==> config.mk <==
export PLATFORM = sky130hd
export DESIGN_NAME = request_arbiter_flat
export DESIGN_NICKNAME = d
export VERILOG_FILES = /design/src/rtl/request_arbiter_if.sv /design/src/rtl/request_arbiter.sv /design/src/flat_wrapper.sv
export SDC_FILE = /design/constraint.sdc
export NUM_CORES = 1
export LEC_CHECK = 0
export BUFFER_PORTS_ARGS = -buffer_cell sky130_fd_sc_hd__buf_2
export CORE_AREA = 10 10 128 130
export DETAILED_ROUTE_END_ITERATION = 10
export DIE_AREA = 0 0 138 140
export PLACE_DENSITY = 0.84
export SETUP_SLACK_MARGIN = 0.15
export SLEW_MARGIN = 20
export SYNTH_ARGS = -nofsm -noshare
export SYNTH_HDL_FRONTEND = slang
export SYNTH_SLANG_ARGS = --single-unit
==> constraint.sdc <==
create_clock -name clk -period 4.4 [get_ports clk]
set_input_delay 0.66 -clock clk [delete_from_list [all_inputs] [get_ports clk]]
set_output_delay 0.66 -clock clk [all_outputs]
set_load 0.02 [all_outputs]
==> src/rtl/request_arbiter_if.sv <==
// Core-side fetch/data request ports and the shared RAM port of the request arbiter.
// The arbiter takes the slave view; the datapath/RAM environment takes the master view.
interface request_arbiter_if #(
  parameter int ADDR_W = 32,
  parameter int DATA_W = 32
) ();
  localparam int LANES = DATA_W / 8;

  logic              i_req;
  logic [ADDR_W-1:0] i_addr;
  logic [DATA_W-1:0] i_rdata;
  logic              i_ready;

  logic              d_read;
  logic              d_write;
  logic [ADDR_W-1:0] d_addr;
  logic [1:0]        d_size;
  logic              d_unsigned;
  logic [DATA_W-1:0] d_wdata;
  logic [DATA_W-1:0] d_rdata;
  logic              d_ready;

  logic              err;

  logic [ADDR_W-1:0] ram_addr;
  logic [DATA_W-1:0] ram_wdata;
  logic [LANES-1:0]  ram_ben;
  logic              ram_wen;
  logic              ram_ren;
  logic [DATA_W-1:0] ram_rdata;
  logic              ram_busy;

  modport slave (
    input  i_req, i_addr, d_read, d_write, d_addr, d_size, d_unsigned, d_wdata,
    input  ram_rdata, ram_busy,
    output i_rdata, i_ready, d_rdata, d_ready, err,
    output ram_addr, ram_wdata, ram_ben, ram_wen, ram_ren
  );

  modport master (
    output i_req, i_addr, d_read, d_write, d_addr, d_size, d_unsigned, d_wdata,
    output ram_rdata, ram_busy,
    input  i_rdata, i_ready, d_rdata, d_ready, err,
    input  ram_addr, ram_wdata, ram_ben, ram_wen, ram_ren
  );
endinterface

==> src/rtl/request_arbiter.sv <==
// Fetch/data arbiter onto one RAM port: ready 2 cycles after grant (+1 per busy cycle, 1 if misaligned).
// Requesters hold until ready; RAM stalls with ram_busy and is abandoned after TIMEOUT busy cycles.
module request_arbiter #(
  parameter int ADDR_W  = 32,
  parameter int DATA_W  = 32,
  parameter int TIMEOUT = 255
) (
  input logic              clk,
  input logic              nRST,
  request_arbiter_if.slave bus
);
  localparam int LANES = DATA_W / 8;
  localparam int LB    = $clog2(LANES);
  localparam logic [ADDR_W-1:0] LANE_MASK = ADDR_W'(LANES - 1);

  typedef enum logic [1:0] {IDLE, ACCESS, DONE} state_t;

  typedef struct packed {
    logic [ADDR_W-1:0] addr;
    logic [1:0]        size;
    logic [DATA_W-1:0] wdata;
    logic              uns;
    logic              write;
  } req_t;

  function automatic logic [LANES-1:0] ben_of(input logic [1:0] size, input logic [LB-1:0] lane);
    case (size)
      2'b00:   ben_of = LANES'(1) << lane;
      2'b01:   ben_of = LANES'(3) << (lane & ~LB'(1));
      default: ben_of = '1;
    endcase
  endfunction

  function automatic logic [DATA_W-1:0] wdata_of(input logic [1:0] size, input logic [DATA_W-1:0] wd);
    case (size)
      2'b00:   wdata_of = {LANES{wd[7:0]}};
      2'b01:   wdata_of = {(LANES / 2){wd[15:0]}};
      default: wdata_of = wd;
    endcase
  endfunction

  function automatic logic [DATA_W-1:0] load_of(input req_t r, input logic [DATA_W-1:0] word);
    logic [LB-1:0]     lane;
    logic [DATA_W-1:0] sh_b;
    logic [DATA_W-1:0] sh_h;
    lane = r.addr[LB-1:0];
    sh_b = word >> {lane, 3'b000};
    sh_h = word >> {(lane & ~LB'(1)), 3'b000};
    case (r.size)
      2'b00:   load_of = r.uns ? DATA_W'(sh_b[7:0])  : DATA_W'($signed(sh_b[7:0]));
      2'b01:   load_of = r.uns ? DATA_W'(sh_h[15:0]) : DATA_W'($signed(sh_h[15:0]));
      default: load_of = word;
    endcase
  endfunction

  function automatic logic misaligned(input logic [1:0] size, input logic [LB-1:0] lane);
    case (size)
      2'b00:   misaligned = 1'b0;
      2'b01:   misaligned = lane[0];
      default: misaligned = (lane != '0);
    endcase
  endfunction

  state_t            state_q, state_d;
  logic              gnt_q, gnt_d;
  logic              last_q, last_d;
  logic [15:0]       tcnt_q, tcnt_d;
  req_t              req_q, req_d;
  logic              i_ready_q, i_ready_d;
  logic              d_ready_q, d_ready_d;
  logic              err_q, err_d;
  logic [DATA_W-1:0] i_rdata_q, i_rdata_d;
  logic [DATA_W-1:0] d_rdata_q, d_rdata_d;

  logic d_pend;
  logic gnt_sel;
  logic acc;
  logic acc_end;
  req_t d_req;
  req_t f_req;
  req_t new_req;

  assign d_pend  = bus.d_read | bus.d_write;
  // last_q = 0 means fetch was served last, so data wins a tie
  assign gnt_sel = d_pend & (~bus.i_req | ~last_q);
  assign d_req   = '{addr: bus.d_addr, size: bus.d_size, wdata: bus.d_wdata,
                     uns: bus.d_unsigned, write: bus.d_write};
  assign f_req   = '{addr: bus.i_addr & ~LANE_MASK, size: 2'b10, wdata: '0,
                     uns: 1'b0, write: 1'b0};
  assign new_req = gnt_sel ? d_req : f_req;
  assign acc     = (state_q == ACCESS);

  always_comb begin
    state_d   = state_q;
    gnt_d     = gnt_q;
    last_d    = last_q;
    tcnt_d    = tcnt_q;
    req_d     = req_q;
    i_ready_d = 1'b0;
    d_ready_d = 1'b0;
    err_d     = 1'b0;
    i_rdata_d = '0;
    d_rdata_d = '0;
    acc_end   = 1'b0;
    case (state_q)
      IDLE: begin
        if (bus.i_req || d_pend) begin
          gnt_d = gnt_sel;
          req_d = new_req;
          if (gnt_sel && misaligned(new_req.size, new_req.addr[LB-1:0])) begin
            state_d   = DONE;
            d_ready_d = 1'b1;
            err_d     = 1'b1;
          end else begin
            state_d = ACCESS;
          end
        end
      end
      ACCESS: begin
        acc_end = !bus.ram_busy || (tcnt_q == 16'(TIMEOUT - 1));
        if (bus.ram_busy) tcnt_d = tcnt_q + 16'd1;
        if (acc_end) begin
          state_d   = DONE;
          i_ready_d = !gnt_q;
          d_ready_d = gnt_q;
          err_d     = bus.ram_busy;
          if (!bus.ram_busy) begin
            if (gnt_q) d_rdata_d = req_q.write ? '0 : load_of(req_q, bus.ram_rdata);
            else       i_rdata_d = bus.ram_rdata;
          end
        end
      end
      DONE: begin
        last_d  = gnt_q;
        tcnt_d  = '0;
        state_d = IDLE;
      end
      default: state_d = IDLE;
    endcase
  end

  always_ff @(posedge clk or negedge nRST) begin
    if (!nRST) begin
      state_q   <= IDLE;
      gnt_q     <= 1'b0;
      last_q    <= 1'b0;
      tcnt_q    <= '0;
      req_q     <= '0;
      i_ready_q <= 1'b0;
      d_ready_q <= 1'b0;
      err_q     <= 1'b0;
      i_rdata_q <= '0;
      d_rdata_q <= '0;
    end else begin
      state_q   <= state_d;
      gnt_q     <= gnt_d;
      last_q    <= last_d;
      tcnt_q    <= tcnt_d;
      req_q     <= req_d;
      i_ready_q <= i_ready_d;
      d_ready_q <= d_ready_d;
      err_q     <= err_d;
      i_rdata_q <= i_rdata_d;
      d_rdata_q <= d_rdata_d;
    end
  end

  // RAM strobes are a decode of the latched request, so they drop the moment ACCESS is left
  assign bus.ram_ren   = acc & ~req_q.write;
  assign bus.ram_wen   = acc & req_q.write;
  assign bus.ram_addr  = acc ? (req_q.addr & ~LANE_MASK) : '0;
  assign bus.ram_ben   = acc ? ben_of(req_q.size, req_q.addr[LB-1:0]) : '0;
  assign bus.ram_wdata = (acc && req_q.write) ? wdata_of(req_q.size, req_q.wdata) : '0;

  assign bus.i_ready = i_ready_q;
  assign bus.d_ready = d_ready_q;
  assign bus.err     = err_q;
  assign bus.i_rdata = i_rdata_q;
  assign bus.d_rdata = d_rdata_q;
endmodule
==> src/flat_wrapper.sv <==
// flat-port wrapper written by rule: the top's interface ports become plain ports
module request_arbiter_flat 
#(
  parameter int ADDR_W  = 32,
  parameter int DATA_W  = 32,
  parameter int TIMEOUT = 255
)
  (clk, nRST, bus_i_req, bus_i_addr, bus_d_read, bus_d_write, bus_d_addr, bus_d_size, bus_d_unsigned, bus_d_wdata, bus_ram_rdata, bus_ram_busy, bus_i_rdata, bus_i_ready, bus_d_rdata, bus_d_ready, bus_err, bus_ram_addr, bus_ram_wdata, bus_ram_ben, bus_ram_wen, bus_ram_ren);
  request_arbiter_if #(.ADDR_W(ADDR_W), .DATA_W(DATA_W)) bus_i ();
  input logic clk;
  input logic nRST;
  input wire logic [$bits(bus_i.i_req)-1:0] bus_i_req;
  input wire logic [$bits(bus_i.i_addr)-1:0] bus_i_addr;
  input wire logic [$bits(bus_i.d_read)-1:0] bus_d_read;
  input wire logic [$bits(bus_i.d_write)-1:0] bus_d_write;
  input wire logic [$bits(bus_i.d_addr)-1:0] bus_d_addr;
  input wire logic [$bits(bus_i.d_size)-1:0] bus_d_size;
  input wire logic [$bits(bus_i.d_unsigned)-1:0] bus_d_unsigned;
  input wire logic [$bits(bus_i.d_wdata)-1:0] bus_d_wdata;
  input wire logic [$bits(bus_i.ram_rdata)-1:0] bus_ram_rdata;
  input wire logic [$bits(bus_i.ram_busy)-1:0] bus_ram_busy;
  output wire logic [$bits(bus_i.i_rdata)-1:0] bus_i_rdata;
  output wire logic [$bits(bus_i.i_ready)-1:0] bus_i_ready;
  output wire logic [$bits(bus_i.d_rdata)-1:0] bus_d_rdata;
  output wire logic [$bits(bus_i.d_ready)-1:0] bus_d_ready;
  output wire logic [$bits(bus_i.err)-1:0] bus_err;
  output wire logic [$bits(bus_i.ram_addr)-1:0] bus_ram_addr;
  output wire logic [$bits(bus_i.ram_wdata)-1:0] bus_ram_wdata;
  output wire logic [$bits(bus_i.ram_ben)-1:0] bus_ram_ben;
  output wire logic [$bits(bus_i.ram_wen)-1:0] bus_ram_wen;
  output wire logic [$bits(bus_i.ram_ren)-1:0] bus_ram_ren;
  assign bus_i.i_req = bus_i_req;
  assign bus_i.i_addr = bus_i_addr;
  assign bus_i.d_read = bus_d_read;
  assign bus_i.d_write = bus_d_write;
  assign bus_i.d_addr = bus_d_addr;
  assign bus_i.d_size = bus_d_size;
  assign bus_i.d_unsigned = bus_d_unsigned;
  assign bus_i.d_wdata = bus_d_wdata;
  assign bus_i.ram_rdata = bus_ram_rdata;
  assign bus_i.ram_busy = bus_ram_busy;
  assign bus_i_rdata = bus_i.i_rdata;
  assign bus_i_ready = bus_i.i_ready;
  assign bus_d_rdata = bus_i.d_rdata;
  assign bus_d_ready = bus_i.d_ready;
  assign bus_err = bus_i.err;
  assign bus_ram_addr = bus_i.ram_addr;
  assign bus_ram_wdata = bus_i.ram_wdata;
  assign bus_ram_ben = bus_i.ram_ben;
  assign bus_ram_wen = bus_i.ram_wen;
  assign bus_ram_ren = bus_i.ram_ren;
  request_arbiter #(.ADDR_W(ADDR_W), .DATA_W(DATA_W), .TIMEOUT(TIMEOUT)) u_core (.clk(clk), .nRST(nRST), .bus(bus_i));
endmodule
==> flow_summary.yaml <==
setup_path:
  required_ps: 3740
  worstSetupStartpoint: "u_core.req_q[37]"
  ff2ff_path_depth: 4
  r2r_start: "u_core.req_q[37]"
  crit_path_max_fanout: 30
  worstSetupEndpointType: "primary output"
  cp.arrival_ps: 2470
  cp-endpoint: "bus_ram_ben[0]"
  start_kind: "flip-flop"
  worstSetupPathType: "reg2out"
  r2r_slack_ps: 1870
  r2r_end: "u_core.bus.d_rdata[16]"
timing:
  max_freq_mhz: 319
  clock_skew_ps: 6.26
  finalSetupViolCount: 0
  rsz0062_at_grt: "no"
  tightestPinTransition_ps: 1120
  slew_viol_final: 0
  fin_tns_setup_ps: 0
  fin_crit_ps: 3130
  hold_viol: 0
  post-route-period-util_pct: 71.2
  relSlewSlack_pct: 25.5
clock_tree:
  clk_path_buf_depth: 2
  post_cts_buffers: 0
  root_buffer: "clkbuf_16"
  cts_max_level: 4
  cts_hold_buf: 0
  clk_pin_slew_worst_paths_ps: 60
  clock-sinks: 155
  post_cts_resized: 0
  numCtsBuffers: 17
  cts_tree: "done"
  clk_latency_ps: 420
finish:
  final_common_cell: "buf_2"
  area_delta_synth_final_pct: 28.5
  post-route-util_pct: 67.6
  final_cell_mix: "buf_2, dfrtp_1, nand2_1, o21ai_0, mux2i_1"
  finish.instance_area_um2: 9310
  n_antenna_cell: 0
  finalNonFillerCells: 1204
  drive_gt1_share_pct: 32.2
  nNetsFinal: 1150
routing:
  drc: 0
  dr.pass1.iters: 5
  antenna_left: 0
  wl_per_cell_um: 18.9
  wl_um: 22700
  first_iter_violations: 561
  num_vias: 6610
  viasPerCell: 5.49
run:
  max-cap-violations: 0
placed_design:
  dpl.cell_count: 1171
  hpwlAfterDp_um: 16500
  placed_cell_area_um2: 8690
  portBuffers: 269
  gp_congestion: 0.865
global_routing:
  grt_pass1_vias: 6667
  grt_pass1_wl_um: 36200
  grt_overflow: 0
  antenna_found_initial: 2
  grtUsageTotal_pct: 22.9
  grt_max_degree: 140
synth:
  synth_edf_count: 0
  ys_seq_elements: 155
  synthFlopType: "dfrtp_1"
  netlist_area_um2: 7240
  ys_seq_area_share_pct: 53.6
  synth.avg_cell_area_um2: 9.39
  syn_inst: 771
  synth_cell_types: 49
  yosys_warnings: 0
  synth-async-reset-ratio_pct: 100
floorplanning:
  die-area_um2: 19300
  io_pins: 274
  core_um2: 13800
  die_h_um: 140
  row_count: 43
  dieWidth_um: 138
  initial_core_util_pct: 52.6
pwr:
  p_leak_nw: 5.00
  peakVddDrop_uv: 374
  p_per_area_nw_per_um2: 621
min_path:
  hold_path_class: "in2async"
status:
  status: "complete, no violations"
worst min path at each step:
stage	startpoint	end	slack (ps)	cells after the start
2_1_floorplan	nRST	u_core.bus.d_rdata[0]	360	0
3_3_place_gp	u_core.req_q[67]	u_core.req_q[67]	450	2
3_5_place_dp	u_core.req_q[44]	u_core.req_q[44]	460	2
4_1_cts	nRST	u_core.bus.d_rdata[16]	400	1
5_1_grt	nRST	u_core.bus.d_rdata[25]	430	1
6_report	nRST	u_core.bus.d_rdata[16]	340	1
kinds of logic (layout without fill, tap and decap cells):
kind of cell | count (synthesis) | count (layout) | synth area share [%]
AO/OA/AOI/OAI | 168 | 168 | 13.5
XOR/XNOR | 2 | 2 | 0.242
adder cells (fa/ha/maj) | 2 | 2 | 0.345
buffers and inverters | 82 | 334 | 4.51
flip-flops | 155 | 155 | 53.6
multiplexers | 55 | 55 | 7.79
other | 1 | 2 | 0.0518
AND/OR/NAND/NOR | 306 | 306 | 20.0
stage by stage:
stage / total power [mW] / hold slack [ps] / setup slack (ps)
global route: 6.17 / 427 / 1030
CTS: 5.81 / 395 / 1290
global placement: 4.25 / 453 / 1800
floorplan: 3.61 / 364 / 2220
detailed placement: 4.33 / 462 / 1740
finish: 5.78 / 336 / 1270
critical path: stages, from the launching register on:
cell and delay [ps]:
dfrtp_1 930, inv_1 190, a21oi_1 620, nor2_1 110, buf_2 190
sequential cells by signal (all words and copies together) (netlist names):
signal,cells
u_core.req_q,68
u_core.bus.d_rdata,32
u_core.bus.i_rdata,32
u_core.tcnt_q,16
u_core.state_q,2
u_core.bus.d_ready,1
u_core.bus.err,1
u_core.bus.i_ready,1
u_core.gnt_q,1
u_core.last_q,1
power breakdown:
group / total (mW) / internal (mW) / switching, mW
Clock: 1.46 / 0.849 / 0.614
Combinational: 2.11 / 0.728 / 1.38
Sequential: 2.21 / 1.81 / 0.405
routing by layer:
metal  global-route usage, %  share of wire (%)  vias to the layer above
li1                        -                  -                     3114
met1                    27.6                 40                     3116
met2                    36.5                 47                      340
met3                    9.84                 11                       36
met4                    6.71                1.7                        4
met5                       0              0.070                        -
Yosys cell counts (2+ instances only):
master      n  area [µm²]
dfrtp_1   155        3880
nand2_1   146         548
o21ai_0    76         380
mux2i_1    53         531
a21oi_1    49         245
clkbuf_1   46         173
and2_1     45         282
nor2_1     45         169
inv_1      24        90.1
nor4_1     18         113
a31oi_1    11        68.8
and3_1     11        68.8
nor2b_1    10        62.6
buf_2       9        45.0
nand3_1     8        40.0
o221a_2     8        90.1
a211oi_1    7        52.6
a22oi_1     7        52.6
nand2b_1    5        31.3
nor3_1      4        20.0
nand4_1     3        18.8
buf_4       2        15.0
ha_1        2        25.0
xnor2_1     2        17.5
cell type report:
cell class                      count  area [µm²]
Clock buffer                       18         429
Clock inverter                     14         161
Fill cell                        1117        4460
Inverter                           24        90.1
Multi-Input combinational cell    535        3080
Sequential cell                   155        3880
Tap cell                          180         225
Timing Repair Buffer              278        1440
Note: power is estimated with default switching activity, not from simulation.
